$ cat src/rtl/key_state_decoder.sv
// PS/2 set-2 scan-code decoder: tracks make/break prefixes and keeps a held-level
// bit plus one-cycle press/release pulses for each mapped key.
module key_state_decoder #(
  parameter int unsigned NUM_KEYS       = 16,
  parameter int unsigned TIMEOUT_CYCLES = 1_000_000
) (
  input  logic                clk,
  input  logic                resetn,
  input  logic [7:0]          scanCode,
  input  logic                scanValid,
  input  logic                scanError,
  input  logic                clearAll,
  output logic [NUM_KEYS-1:0] inputStateStorage,
  output logic [NUM_KEYS-1:0] keyPressPulse,
  output logic [NUM_KEYS-1:0] keyReleasePulse
);

  localparam int unsigned CNT_W    = (TIMEOUT_CYCLES > 1) ? $clog2(TIMEOUT_CYCLES) : 1;
  localparam int unsigned MAP_W    = 16;
  localparam logic [7:0]  CODE_BRK = 8'hF0;
  localparam logic [7:0]  CODE_EXT = 8'hE0;

  typedef enum logic [1:0] {
    ST_IDLE,
    ST_BREAK,
    ST_EXT,
    ST_EXT_BREAK
  } state_e;

  state_e                state_q, state_d;
  logic [CNT_W-1:0]      cnt_q, cnt_d;
  logic [NUM_KEYS-1:0]   key_q, key_d;
  logic [NUM_KEYS-1:0]   press_q, press_d;
  logic [NUM_KEYS-1:0]   release_q, release_d;
  logic [NUM_KEYS-1:0]   hit_c;

  // One-hot key position for a scan code; zero when the code is not mapped.
  function automatic logic [MAP_W-1:0] map_code(input logic [7:0] code);
    case (code)
      8'h29:   map_code = 16'h0001;
      8'h5D:   map_code = 16'h0002;
      8'h2D:   map_code = 16'h0004;
      8'h1C:   map_code = 16'h0008;
      8'h1D:   map_code = 16'h0010;
      8'h1B:   map_code = 16'h0020;
      8'h24:   map_code = 16'h0040;
      8'h23:   map_code = 16'h0080;
      8'h2B:   map_code = 16'h0100;
      8'h2C:   map_code = 16'h0200;
      8'h34:   map_code = 16'h0400;
      8'h35:   map_code = 16'h0800;
      8'h33:   map_code = 16'h1000;
      8'h3C:   map_code = 16'h2000;
      8'h3B:   map_code = 16'h4000;
      8'h42:   map_code = 16'h8000;
      default: map_code = 16'h0000;
    endcase
  endfunction

  assign hit_c = NUM_KEYS'(map_code(scanCode));

  // Next-state decode: clearAll beats a byte, a bad byte only resets the prefix.
  always_comb begin
    state_d   = state_q;
    cnt_d     = cnt_q;
    key_d     = key_q;
    press_d   = '0;
    release_d = '0;
    if (clearAll) begin
      state_d   = ST_IDLE;
      cnt_d     = '0;
      key_d     = '0;
      release_d = key_q;
    end else if (scanValid) begin
      cnt_d = '0;
      if (scanError) begin
        state_d = ST_IDLE;
      end else begin
        case (state_q)
          ST_IDLE: begin
            if (scanCode == CODE_BRK) begin
              state_d = ST_BREAK;
            end else if (scanCode == CODE_EXT) begin
              state_d = ST_EXT;
            end else begin
              key_d   = key_q | hit_c;
              press_d = hit_c & ~key_q;
            end
          end
          ST_BREAK: begin
            state_d   = ST_IDLE;
            key_d     = key_q & ~hit_c;
            release_d = hit_c & key_q;
          end
          ST_EXT: begin
            state_d = (scanCode == CODE_BRK) ? ST_EXT_BREAK : ST_IDLE;
          end
          default: begin
            state_d = ST_IDLE;
          end
        endcase
      end
    end else if (state_q != ST_IDLE) begin
      // A stalled prefix is dropped; the counter never runs past its limit.
      if (cnt_q >= CNT_W'(TIMEOUT_CYCLES - 1)) begin
        state_d = ST_IDLE;
        cnt_d   = '0;
      end else begin
        cnt_d = cnt_q + CNT_W'(1);
      end
    end else begin
      cnt_d = '0;
    end
  end

  always_ff @(posedge clk or negedge resetn) begin
    if (!resetn) begin
      state_q   <= ST_IDLE;
      cnt_q     <= '0;
      key_q     <= '0;
      press_q   <= '0;
      release_q <= '0;
    end else begin
      state_q   <= state_d;
      cnt_q     <= cnt_d;
      key_q     <= key_d;
      press_q   <= press_d;
      release_q <= release_d;
    end
  end

  assign inputStateStorage = key_q;
  assign keyPressPulse     = press_q;
  assign keyReleasePulse   = release_q;

endmodule

$ cat config.mk
export PLATFORM = sky130hd
export DESIGN_NAME = key_state_decoder
export DESIGN_NICKNAME = d
export VERILOG_FILES = /design/src/rtl/key_state_decoder.sv
export SDC_FILE = /design/constraint.sdc
export NUM_CORES = 1
export LEC_CHECK = 0
export CAP_MARGIN = 0
export CORE_MARGIN = 3
export CORE_UTILIZATION = 62
export CTS_CLUSTER_DIAMETER = 200
export DETAILED_ROUTE_END_ITERATION = 8
export DONT_BUFFER_PORTS = 1
export PLACE_DENSITY_LB_ADDON = 0.05
export SLEW_MARGIN = 15
export SYNTH_ARGS = -nofsm -noshare
export SYNTH_HDL_FRONTEND = slang
export SYNTH_SLANG_ARGS = --single-unit
$ cat constraint.sdc
create_clock -name clk -period 2.94 [get_ports clk]
set_clock_uncertainty 0.05 [all_clocks]
set_input_delay 0.735 -clock clk [delete_from_list [all_inputs] [get_ports clk]]
set_output_delay 0.735 -clock clk [all_outputs]
set_load 0.02 [all_outputs]
==> impl_metrics.yaml <==
clock_network:
  cts_buffer_depth: 2
  root_buffer: "clkbuf_8"
  cts_tree: "built"
  insertion_delay_ns: 0.33
  h-tree-depth: 3
  cts_resized: 0
  clock-sinks: 70
  cts_setup_buffers: 0
  postCtsHoldBufs: 0
  cts-buffers-inserted: 9
  path_clk_slew_ns: 0.08
detailed_routing:
  dr_wl_met2_um: 2730
  met3_wirelength_um: 485
  drcViolationCount: 0
  wl_per_cell_um: 16.3
  drtIter0Drc: 184
  wl_met1_um: 3060
  via_per_inst: 5.92
  antenna_left: 0
  routed.top_layer: "met4"
  routed_wl_um: 6330
  vias: 2303
  first_pass_iters: 4
synthesis:
  ys_ff_latch: 70
  syn_area_um2: 3130
  yosys_warnings: 0
  synth_area_leaders: "dfrtp_1 56%, nor2_1 5.6%, o21ai_0 5.1%"
  netlist_instances: 318
  ys_seq_area_share_pct: 55.9
  synth_cell_types: 36
  post-synth-top-area-fraction_pct: 55.9
  synth_largest_area_cell: "dfrtp_1"
  syn_nets: 332
  avgSynthCellArea_um2: 9.85
floorplanning:
  fp.coreArea_um2: 4820
  floorplan.initialDensity_pct: 65.0
  rows: 25
  dieArea_um2: 5940
  io_pins: 61
  die_w_um: 77.1
  fp.dieH_um: 77.1
critical_path:
  end_kind: "flip-flop"
  path_cells: "or4_1 > a211oi_2 > o311ai_1 > a2111o_1 > nor2_1"
  worstSetupPathType: "flip-flop to flip-flop"
  worstPathMaxFanout: 20
  crit_arrival_ns: 2.57
  cpPeakStageDelay_ns: 0.67
  cp_slowest_cell: "a2111o_1"
  cp-start-kind: "flip-flop"
  required_ns: 3.14
  rrSetupSlack_ns: 0.56
grt:
  grt_pass1_wl_um: 10800
  grt_max_degree: 71
  grt_overflow: 0
  grt_antenna_before_repair: 0
  grt_use_total_pct: 23.1
  grt_pass1_vias: 2232
sta:
  hold_viol: 0
  clock.fmax_ghz: 0.421
  post-route-min-period_ns: 2.38
  final.setup.tns_ns: 0
  setup_violations: 0
  relSlewSlack_pct: 52.9
  rsz0062_at_grt: "no"
  slew_violations: 0
  tightestPinTransition_ns: 0.705
  fin_ws_ns: 0.563
  min_period_over_period_pct: 80.8
final_layout:
  syn_to_final_growth_pct: 9.86
  drive_gt1_share_pct: 7.76
  final_common_cell: "dfrtp_1"
  fin_cells: 389
  fin_nets: 331
  insertedDiodeCount: 0
  final_cell_mix: "70 x dfrtp_1, 47 x nor2_1, 32 x o21ai_0"
  fillers: 351
power:
  power.total_mw: 1.98
  p_per_area_nw_per_um2: 575
  p_seq_share_pct: 49.0
  peakVddDrop_v: 0.000381
  p_sw_mw: 0.384
  leakage_nw: 1.43
  p_int_mw: 1.59
  power_frac_comb_pct: 2.4
  swShare_pct: 19.4
  clkPwrFrac_pct: 48.6
place:
  dp_slack_ns: 0.567
  dp_hpwl_um: 4240
  numPortBuffers: 0
  place_congestion: 0.806
  place_inst: 373
min_path:
  hp-class: "input port to async pin"
status:
  status: "finished clean"
run:
  drv_cap: 0
[cell usage after synthesis]
library cell and instances:
o22ai_1 1, a311o_1 1, nand2_1 18, o21a_1 16
nor4b_1 4, nor4bb_1 2, nand4_1 8, a41oi_1 1
nand3b_1 1, a211oi_2 1, or3b_2 1, xor2_1 8
buf_6 2, ha_1 1, dfrtp_1 70, and3_1 8
o311ai_1 1, nor3b_1 3, and4_1 1, a211oi_1 1
a21o_1 1, or4_1 2, nand4b_1 1, nor4_1 2
nand3_1 12, o31a_1 1, clkbuf_1 16, nor2_1 47
a21oi_1 8, inv_1 5, xnor2_1 9, nor2b_1 6
nor3_1 21, a2111o_1 1, a31oi_1 5, o21ai_0 32
[critical path: cells and delay by family (launching register included)]
family,cells,cell delay [ns]
flops,1,0.43
simple gates,2,0.76
compound gates,3,1.05
[cell families (layout without fill, tap and decap cells)]
| logic type | count (synthesis) | in the layout | share of synthesized area, % |
|---|---|---|---|
| AOI/OAI and AO/OA | 70 | 70 | 13.8 |
| xor gates and xnor gates | 17 | 17 | 4.75 |
| adders and majority gates | 1 | 1 | 0.399 |
| buffers and inverters | 23 | 27 | 3.23 |
| DFF | 70 | 70 | 55.9 |
| and+or+nand+nor | 137 | 137 | 21.9 |
[final timing paths]
path	start	end	depth (start not counted)
worst max-delay path	cnt_q[10]	cnt_q[18]	5
worst min-delay path	resetn	keyPressPulse[12]	0
worst max register to register	cnt_q[10]	cnt_q[18]	5
worst min register to register	cnt_q[0]	cnt_q[0]	1
max in group asynchronous	resetn	cnt_q[16]	0
min in group clk	cnt_q[0]	cnt_q[0]	1
[final cells by class]
class	instances	area, um2	area share (%)
Sequential cell	70	1750	50.9
Multi-Input combinational cell	225	1290	37.4
Clock buffer	11	151	4.40
Clock inverter	5	105	3.05
Tap cell	67	83.8	2.44
Timing Repair Buffer	6	45.0	1.31
Inverter	5	18.8	0.545
[layer usage]
metal	global-route usage, %	up-vias
li1	-	1122
met1	33.3	1100
met2	32.3	75
met3	8.10	6
met4	8.36	0
met5	0	-
[registers in the layout, indices dropped and copies added (netlist names)]
| signal | cells |
|---|---|
| cnt_q | 20 |
| state_q | 2 |
| inputStateStorage | 16 |
| keyPressPulse | 16 |
| keyReleasePulse | 16 |
[power groups by stage]
| stage | registers [mW] | logic, mW | clock network [mW] |
|---|---|---|---|
| finish | 0.969 | 0.0477 | 0.962 |
| global route | 0.969 | 0.0535 | 1.02 |
| CTS | 0.969 | 0.0474 | 0.974 |
| detailed placement | 0.988 | 0.0473 | 0 |
| global placement | 0.988 | 0.0464 | 0 |
| floorplan | 0.987 | 0.0474 | 0 |
[per-stage QoR]
stage,cell area [um2],hold WS (ns),util (%)
3_3_place_gp,3190,0.391,66.1
5_1_grt,3440,0.0139,71.5
4_1_cts,3440,0.0273,71.5
6_report,3440,0.0448,71.5
3_5_place_dp,3190,0.391,66.1
2_1_floorplan,3130,0.389,-
(Power assumes the default switching activity.)
